[src/rtl/cpu19_pkg.sv]
// Shared types and constants for the 19-bit CPU front end.
package cpu19_pkg;
    localparam int             XLEN        = 19;
    localparam int             OPCODE_W    = 5;
    localparam logic [4:0]     HALT_OPCODE = 5'h1F;
    localparam logic [18:0]    RESET_PC    = 19'h0;

    localparam int             OPC_MSB     = 18;
    localparam int             OPC_LSB     = 14;

    typedef enum logic [1:0] {
        BOOT   = 2'd0,
        RUN    = 2'd1,
        HALTED = 2'd2
    } fetch_state_t;
endpackage

[src/rtl/if_id_reg.sv]
// Pipeline register for {pc, instr, valid} with hold/flush/load control.
// Priority: rst > flush > hold > load; with none asserted the slot goes invalid.
module if_id_reg #(
    parameter int W = 19
) (
    input  logic         clk,
    input  logic         rst,
    input  logic         hold_i,
    input  logic         flush_i,
    input  logic         load_i,
    input  logic [W-1:0] pc_i,
    input  logic [W-1:0] instr_i,
    output logic [W-1:0] pc_o,
    output logic [W-1:0] instr_o,
    output logic         valid_o
);
    logic [W-1:0] pc_q, instr_q;
    logic         valid_q;

    always_ff @(posedge clk) begin
        if (rst || flush_i) begin
            pc_q    <= '0;
            instr_q <= '0;
            valid_q <= 1'b0;
        end else if (hold_i) begin
            pc_q    <= pc_q;
            instr_q <= instr_q;
            valid_q <= valid_q;
        end else if (load_i) begin
            pc_q    <= pc_i;
            instr_q <= instr_i;
            valid_q <= 1'b1;
        end else begin
            // Payload kept, only the valid bit drops (bubble).
            valid_q <= 1'b0;
        end
    end

    assign pc_o    = pc_q;
    assign instr_o = instr_q;
    assign valid_o = valid_q;
endmodule

[src/rtl/fetch_stage.sv]
// PC register, fetch FSM and IF/ID register for the 19-bit CPU.
// Instruction memory is combinational: instr_in corresponds to pc_out this cycle.
module fetch_stage
    import cpu19_pkg::*;
#(
    parameter int               XLEN        = cpu19_pkg::XLEN,
    parameter logic [XLEN-1:0]  RESET_PC    = cpu19_pkg::RESET_PC,
    parameter int               MEM_WORDS   = 1024,
    parameter int               OPCODE_W    = cpu19_pkg::OPCODE_W,
    parameter logic [OPCODE_W-1:0] HALT_OPCODE = cpu19_pkg::HALT_OPCODE
) (
    input  logic            clk,
    input  logic            rst,
    output logic [XLEN-1:0] pc_out,
    input  logic [XLEN-1:0] instr_in,
    input  logic            stall,
    input  logic            redirect,
    input  logic [XLEN-1:0] redirect_pc,
    output logic [XLEN-1:0] if_id_pc,
    output logic [XLEN-1:0] if_id_instr,
    output logic            if_id_valid,
    output logic            halted,
    output logic            fetch_fault
);
    fetch_state_t     state_q, state_d;
    logic [XLEN-1:0]  pc_q, pc_d;
    logic             fault_q, fault_d;
    logic             hold, flush, load;
    logic             oob, is_halt;
    logic [OPCODE_W-1:0] opcode;

    assign opcode  = instr_in[OPC_MSB:OPC_LSB];
    assign is_halt = (opcode == HALT_OPCODE);
    assign oob     = (32'(pc_q[XLEN-1:2]) >= MEM_WORDS);

    always_comb begin
        state_d = state_q;
        pc_d    = pc_q;
        fault_d = fault_q;
        hold    = 1'b0;
        flush   = 1'b0;
        load    = 1'b0;
        if (state_q == BOOT) begin
            // Redirects are ignored in BOOT; stall still freezes everything.
            hold = 1'b1;
            if (!stall) state_d = RUN;
        end else if (redirect) begin
            flush   = 1'b1;
            pc_d    = {redirect_pc[XLEN-1:2], 2'b00};
            state_d = RUN;
            fault_d = 1'b0;
        end else if (stall) begin
            hold = 1'b1;
        end else if (state_q == RUN) begin
            if (oob) begin
                fault_d = 1'b1;
                state_d = HALTED;
            end else begin
                load = 1'b1;
                if (is_halt) state_d = HALTED;
                else         pc_d    = pc_q + XLEN'(4);
            end
        end
        // HALTED with no redirect/stall: neither hold nor load, so valid drops.
    end

    always_ff @(posedge clk) begin
        if (rst) begin
            state_q <= BOOT;
            pc_q    <= RESET_PC;
            fault_q <= 1'b0;
        end else begin
            state_q <= state_d;
            pc_q    <= pc_d;
            fault_q <= fault_d;
        end
    end

    if_id_reg #(.W(XLEN)) u_if_id (
        .clk     (clk),
        .rst     (rst),
        .hold_i  (hold),
        .flush_i (flush),
        .load_i  (load),
        .pc_i    (pc_q),
        .instr_i (instr_in),
        .pc_o    (if_id_pc),
        .instr_o (if_id_instr),
        .valid_o (if_id_valid)
    );

    assign pc_out      = pc_q;
    assign halted      = (state_q == HALTED);
    assign fetch_fault = fault_q;
endmodule

[config.mk]
export PLATFORM = sky130hd
export DESIGN_NAME = fetch_stage
export DESIGN_NICKNAME = d
export VERILOG_FILES = /design/src/rtl/cpu19_pkg.sv /design/src/rtl/if_id_reg.sv /design/src/rtl/fetch_stage.sv
export SDC_FILE = /design/constraint.sdc
export NUM_CORES = 1
export LEC_CHECK = 0
export ABC_AREA = 1
export ABC_CLOCK_PERIOD_IN_PS = 1500
export CORE_MARGIN = 1.5
export CORE_UTILIZATION = 45
export CTS_BUF_LIST = sky130_fd_sc_hd__clkbuf_8
export DETAILED_ROUTE_END_ITERATION = 6
export PLACE_DENSITY = 0.8
export SYNTH_ARGS = -nofsm -noshare
export SYNTH_HDL_FRONTEND = slang
export SYNTH_SLANG_ARGS = --single-unit
[constraint.sdc]
create_clock -name clk -period 1.5 [get_ports clk]
set_input_delay 0.15 -clock clk [delete_from_list [all_inputs] [get_ports clk]]
set_output_delay 0.15 -clock clk [all_outputs]
set_load 0.01 [all_outputs]
After elaboration in Yosys (flattened, before gate mapping) --
Index checks and enable logic that the tools add are counted. Widths: inputs -> output; s select.
Storage, ports and cells: register bits after elaboration 61, logic and storage cells 54, bits of input ports 42
Operators by class: bitwise logic cells 2, equality and inequality tests 7, reduce and logical (&&, ||, !) cells 10, magnitude comparators 1, muxes and demuxes 27, add/sub/neg operators 1
Operators by type and width (count):
- $mux 19 | 5
- $add 19x3->19 const B | 1
- $ge 17x11->1 const B | 1
- $mux 1 | 15
- $mux 2 | 7
- $reduce_and 4->1 | 2
- $ne 2x2->1 const B | 3
- $eq 5x5->1 const B | 1
- $reduce_and 5->1 | 1
- $reduce_bool 2->1 | 2
- $reduce_bool 4->1 | 1
- $reduce_bool 3->1 | 1
- $eq 2x1->1 const B | 1
- $eq 2x2->1 const B | 1
- $logic_not 2->1 | 1
- $ne 2x1->1 const B | 1
- $not 1->1 | 2
- $reduce_and 2->1 | 1
- $logic_or 1x1->1 | 1

Logic depth before layout (Yosys ltp) --
Gate-level depths: netlist of the first run.
depth after elaboration 7, depth in mapped cells 9, mapped depth without buffers 9

Hierarchy --
Synthesis of the first run repeated with hierarchy kept, for this count alone.
Unflattened totals: cell total of the unflattened synthesis 494, area total of the unflattened synthesis 3095.5 um^2
Modules (own cells, without submodules):
- if_id_reg | cells an instance 252, area an instance 1656.6 um^2, instances 1
- fetch_stage | cells an instance 242, area an instance 1438.9 um^2, instances 1

Least setup slack after synthesis of the first run --
Ideal clock, no wire load.
path kind register to register, start point reg pc_q[3], in the netlist pc_out[3], end point reg pc_q[16], in the netlist pc_out[16], setup time 123 ps, path slack 63 ps, arrival time 1315 ps, stages on the path, launching flop included 9, path buffers 0, path through dfxtp_1 ha_1 nand3_1 nor2_1 nand3_1 nand2_1 nand3_1 nand2_1 a21oi_1
Between the ends: longest elaborated chain between the ends 6
Ends and longest elaborated chain:
- from (decl) | RTL line fetch_stage.sv:26 | logic [XLEN-1:0] pc_q, pc_d;
- from (signal assigned) | RTL line fetch_stage.sv:74 | pc_q <= pc_d;
- $add 19x3->19 | RTL line fetch_stage.sv:61 | else pc_d = pc_q + XLEN'(4);
- $mux 19 | RTL line fetch_stage.sv:60 | if (is_halt) state_d = HALTED;
- $mux 19 | RTL line fetch_stage.sv:55 | if (oob) begin
- $mux 19 | RTL line fetch_stage.sv:54 | end else if (state_q == RUN) begin
- $mux 19 | RTL line fetch_stage.sv:52 | end else if (stall) begin
- $mux 19 | RTL line fetch_stage.sv:47 | end else if (redirect) begin
Several ways; a longest one is shown, not always the timed one. The select of a mux whose other input is x is not followed. A chain may end at the register's enable or synchronous reset.

Worst setup path after layout of the first run --
start point reg pc_q[2], in the netlist pc_out[2], end point reg pc_q[15], in the netlist pc_out[15]
The elaborated chain is that of the path after synthesis.

==> metrics.txt, run 1 <==
Max rail drop VDD=a little over 0.6 mV; Psw=about 0.0011 W; hold crit path type=in -> reg; crit path max-delay cell type=dfxtp_1; mux share of post-synthesis cell area=0%; CORE AREA=between 6000 and 7000 um^2; Seq/Total Area, Yosys=approximately two fifths; Clock power frac=30.9%; first-pass GRT wire length=around 11000 um; die area=slightly below 7000 um^2; vias in the first global route=2531; Die H=82.5 um; total grt overflow=0; Most common cell on crit path=nand3_1; status=complete, no violations; final hold vios=0; launch point of the critical path=pc_out[2]; worst-skew pair later-pin latency=about 330 ps; # DRC=0; P&R area growth vs syn=46.9%; Initial Util=between 40 and 50%; Root Driver=clkbuf_8; Synth Cell Area=between 2000 and 3000 um^2; Comb pwr share=approximately a quarter; htree depth=3; CTS clock-pin slew for the worst setup and hold paths=about 60 ps; drt initial violations=110; Critical Path Sink Type=register; Via Count=~2900; Overall Global Routing Usage=22.2%; Sequential Power Share=44.6%; CP top delay family=simple AND/OR/NAND/NOR gates; switching part of the total=between 30% and 40%; yosys warns=0; Tot Pwr=0.00373 W; crit path buf inv count=1; TNS Setup=0 ps; row count=28; Final min period=between 1000 and 1500 ps; Int Pwr=approximately 0.0026 W; Critical Path AT=1650 ps; adder-cell share of the synthesized area=0.880%; Vias/cell=approximately 5.0; CP peak stage delay=between 300 and 400 ps; crit-path cells=buf_4, nand3_1, nor2_1, nand3_1, nand2_1, nand3_1, nand2_1, a21oi_1; min-delay src=instr_in[12]; Layout Nets=approximately 550; Post-CTS Hold Buffers=0; Pwr per Cell Area=roughly 890 nW/um^2; Setup violations, final=0; fin crit share=a little over nine tenths; Compound-Gate Fraction of Synth Area=between 20 and 25%; largest family of logic cells by synthesized area=simple AND/OR/NAND/NOR gates; final wirelength=approximately 7600 um; syn avg cell area=~7.3 um^2; Synth cell types=35; ant diodes=0; Setup Skew=6.10 ps; simple-gate share of the synthesized area=about a quarter; asr flop ratio synth=0%; Routed wire per std cell=~13 um; fmax=~700 MHz; crit start category=register; Post-Syn Instances=between 300 and 400; Initial DRT Pass Iterations=4; CP Max Fanout=6; XOR/XNOR Fraction of Synth Area=less than 1%; IO Port Bufs=95; Detail Route Antenna Nets=0; worst r2r src=pc_out[2]; routability cong.=just under 0.9; Setup Buffers After CTS=0; CTS tree=yes; ys flop type=dfxtp_1; I/O Pins=around 100; Slew Limit Fails=0; WP data required=roughly 1700 ps; Clock Sinks=57; Max Cap Viol=0; initial antenna violation count=0; largest net degree at the start of global routing=between 60 and 70; Yosys reg bits=57; Num CTS Buffers=9; clock buffer depth=2; sum of net half-perimeters after detailed placement=approximately 5200 um; fraction of layout cells with a size suffix above 1=around a fifth; Post-synth EDFFs=0; kind of critical path=reg -> reg; LEAKAGE=1.72 nW; Die Wd=around 83 um
-- layout by cell type (no fill, tap or decap), types with 2 or more instances in the layout --
cell type / synthesis / layout
a21oi_1: 35 / 34
a21oi_2: 16 / 17
buf_4: 5 / 25
clkbuf_8: 0 / 9
clkdlybuf4s50_1: 0 / 81
clkinv_2: 0 / 3
conb_1: 1 / 4
dfxtp_1: 57 / 51
dfxtp_2: 0 / 6
dlygate4sd2_1: 0 / 9
dlymetal6s2s_1: 0 / 5
inv_1: 52 / 53
inv_2: 7 / 7
inv_4: 2 / 2
nand2_1: 55 / 54
nand2_2: 1 / 2
nand3_1: 22 / 21
nand3_2: 2 / 2
nand3_4: 1 / 2
nand4_1: 5 / 5
nor2_1: 44 / 41
nor2_2: 3 / 5
nor2_4: 4 / 6
nor3_1: 3 / 3
nor4_1: 2 / 2
o21ai_0: 17 / 13
o21ai_1: 23 / 27
o21ai_2: 5 / 5
xnor2_1: 2 / 2
-- cell usage after synthesis (2+ instances only) --
master | count | area (um^2)
nand2_1 | 55 | 206
a21oi_2 | 16 | 140
inv_2 | 7 | 26.3
xnor2_1 | 2 | 17.5
nor2_2 | 3 | 18.8
inv_4 | 2 | 12.5
nor3_1 | 3 | 15.0
inv_1 | 52 | 195
nand3_2 | 2 | 20.0
nor4_1 | 2 | 12.5
o21ai_2 | 5 | 43.8
a21oi_1 | 35 | 175
buf_4 | 5 | 37.5
dfxtp_1 | 57 | 1140
ha_1 | 2 | 25.0
o21ai_1 | 23 | 115
buf_6 | 5 | 56.3
nand3_1 | 22 | 110
clkbuf_1 | 4 | 15.0
o21ai_0 | 17 | 85.1
nor2_4 | 4 | 45.0
buf_2 | 5 | 25.0
nand4_1 | 5 | 31.3
nor2_1 | 44 | 165
-- layer usage --
layer / share of wire [%] / global-route usage, %
met1: 45 / 27.6
met2: 47 / 36.6
met3: 7.6 / 5.38
met4: 0.85 / 8.83
met5: 0 / 0
-- path summary, 6_finish.rpt --
| check | end | slack [ps] | cells after the start |
|---|---|---|---|
| setup / recovery | pc_out[15] | 80 | 8 |
| hold reg to reg | u_if_id.pc_o[6] | 440 | 2 |
| setup reg to reg | pc_out[15] | 80 | 8 |
| hold / removal | u_if_id.instr_o[12] | 420 | 3 |
-- timing repair --
action | in CTS | in global routing
cloned | 1 | 1
setup endpoints to repair | 48 | 31
resized for setup | 12 | 22
pin swaps | 1 | 2
-- per-stage QoR --
stage / utilization, % / std cells / setup WS [ps] / area [um^2] / hold WS [ps]
2_1_floorplan: - / 391 / 62.7 / 2860 / 320
3_3_place_gp: 65.5 / 566 / -269 / 3950 / 431
3_5_place_dp: 65.5 / 566 / -331 / 3950 / 435
4_1_cts: 68.1 / 581 / 5.76 / 4100 / 416
5_1_grt: 69.3 / 582 / -9.53 / 4180 / 447
6_report: 69.3 / 582 / 75.6 / 4180 / 423
-- power by group through the flow --
stage          sequential (W)  combinational, W  clock, W
2_1_floorplan         0.00175          0.000435         0
3_3_place_gp          0.00169          0.000883         0
3_5_place_dp          0.00169          0.000901         0
4_1_cts               0.00166          0.000899   0.00118
5_1_grt               0.00167           0.00100   0.00125
6_report              0.00166          0.000916   0.00115
-- state kept, by name, indices dropped and copies added (netlist names) --
register	cells
u_if_id.instr_o	19
fetch_fault	1
state_q	2
u_if_id.valid_o	1
u_if_id.pc_o	17
pc_out	17
-- layout make-up --
type / instances / area, um^2
tap: 75 / 93.8
inverter: 61 / 234
fill: 521 / 1850
clock inverter: 5 / 26.3
timing repair buffer: 122 / 1180
multi-input combinational: 253 / 1370
sequential: 57 / 1150
clock buffer: 9 / 124
-- cell families (layout without fill, tap and decap cells) --
logic type	after synthesis	count (layout)
buf+inv	82	197
xor+xnor	3	3
simple gates	144	145
flops	57	57
fa+ha+maj	2	2
compound gates	99	99
other cells	1	4
-- worst min-delay path: cells and delay by family --
family,cells,cell delay (ps)
buf+inv,1,390
compound gates,2,160
Power figures use the tool's default switching activity.
==> inputs of run 2 (changes only) <==
--- a/config.mk
+++ b/config.mk
@@ -10,6 +10,7 @@
 export CORE_MARGIN = 1.5
 export CORE_UTILIZATION = 45
 export CTS_BUF_LIST = sky130_fd_sc_hd__clkbuf_8
+export CTS_CLUSTER_SIZE = 25
 export DETAILED_ROUTE_END_ITERATION = 6
 export PLACE_DENSITY = 0.8
 export SYNTH_ARGS = -nofsm -noshare
==> results of run 2 <==
The final DEF is identical to that of run 1; final timing and power are the same.
==> inputs of run 3 (changes only) <==
--- a/config.mk
+++ b/config.mk
@@ -7,12 +7,14 @@
 export LEC_CHECK = 0
 export ABC_AREA = 1
 export ABC_CLOCK_PERIOD_IN_PS = 1500
+export CAP_MARGIN = 5
 export CORE_MARGIN = 1.5
 export CORE_UTILIZATION = 45
 export CTS_BUF_LIST = sky130_fd_sc_hd__clkbuf_8
 export CTS_CLUSTER_SIZE = 25
 export DETAILED_ROUTE_END_ITERATION = 6
 export PLACE_DENSITY = 0.8
+export SLEW_MARGIN = 40
 export SYNTH_ARGS = -nofsm -noshare
 export SYNTH_HDL_FRONTEND = slang
 export SYNTH_SLANG_ARGS = --single-unit
==> results of run 3 <==
The final DEF is identical to that of run 1; final timing and power are the same.
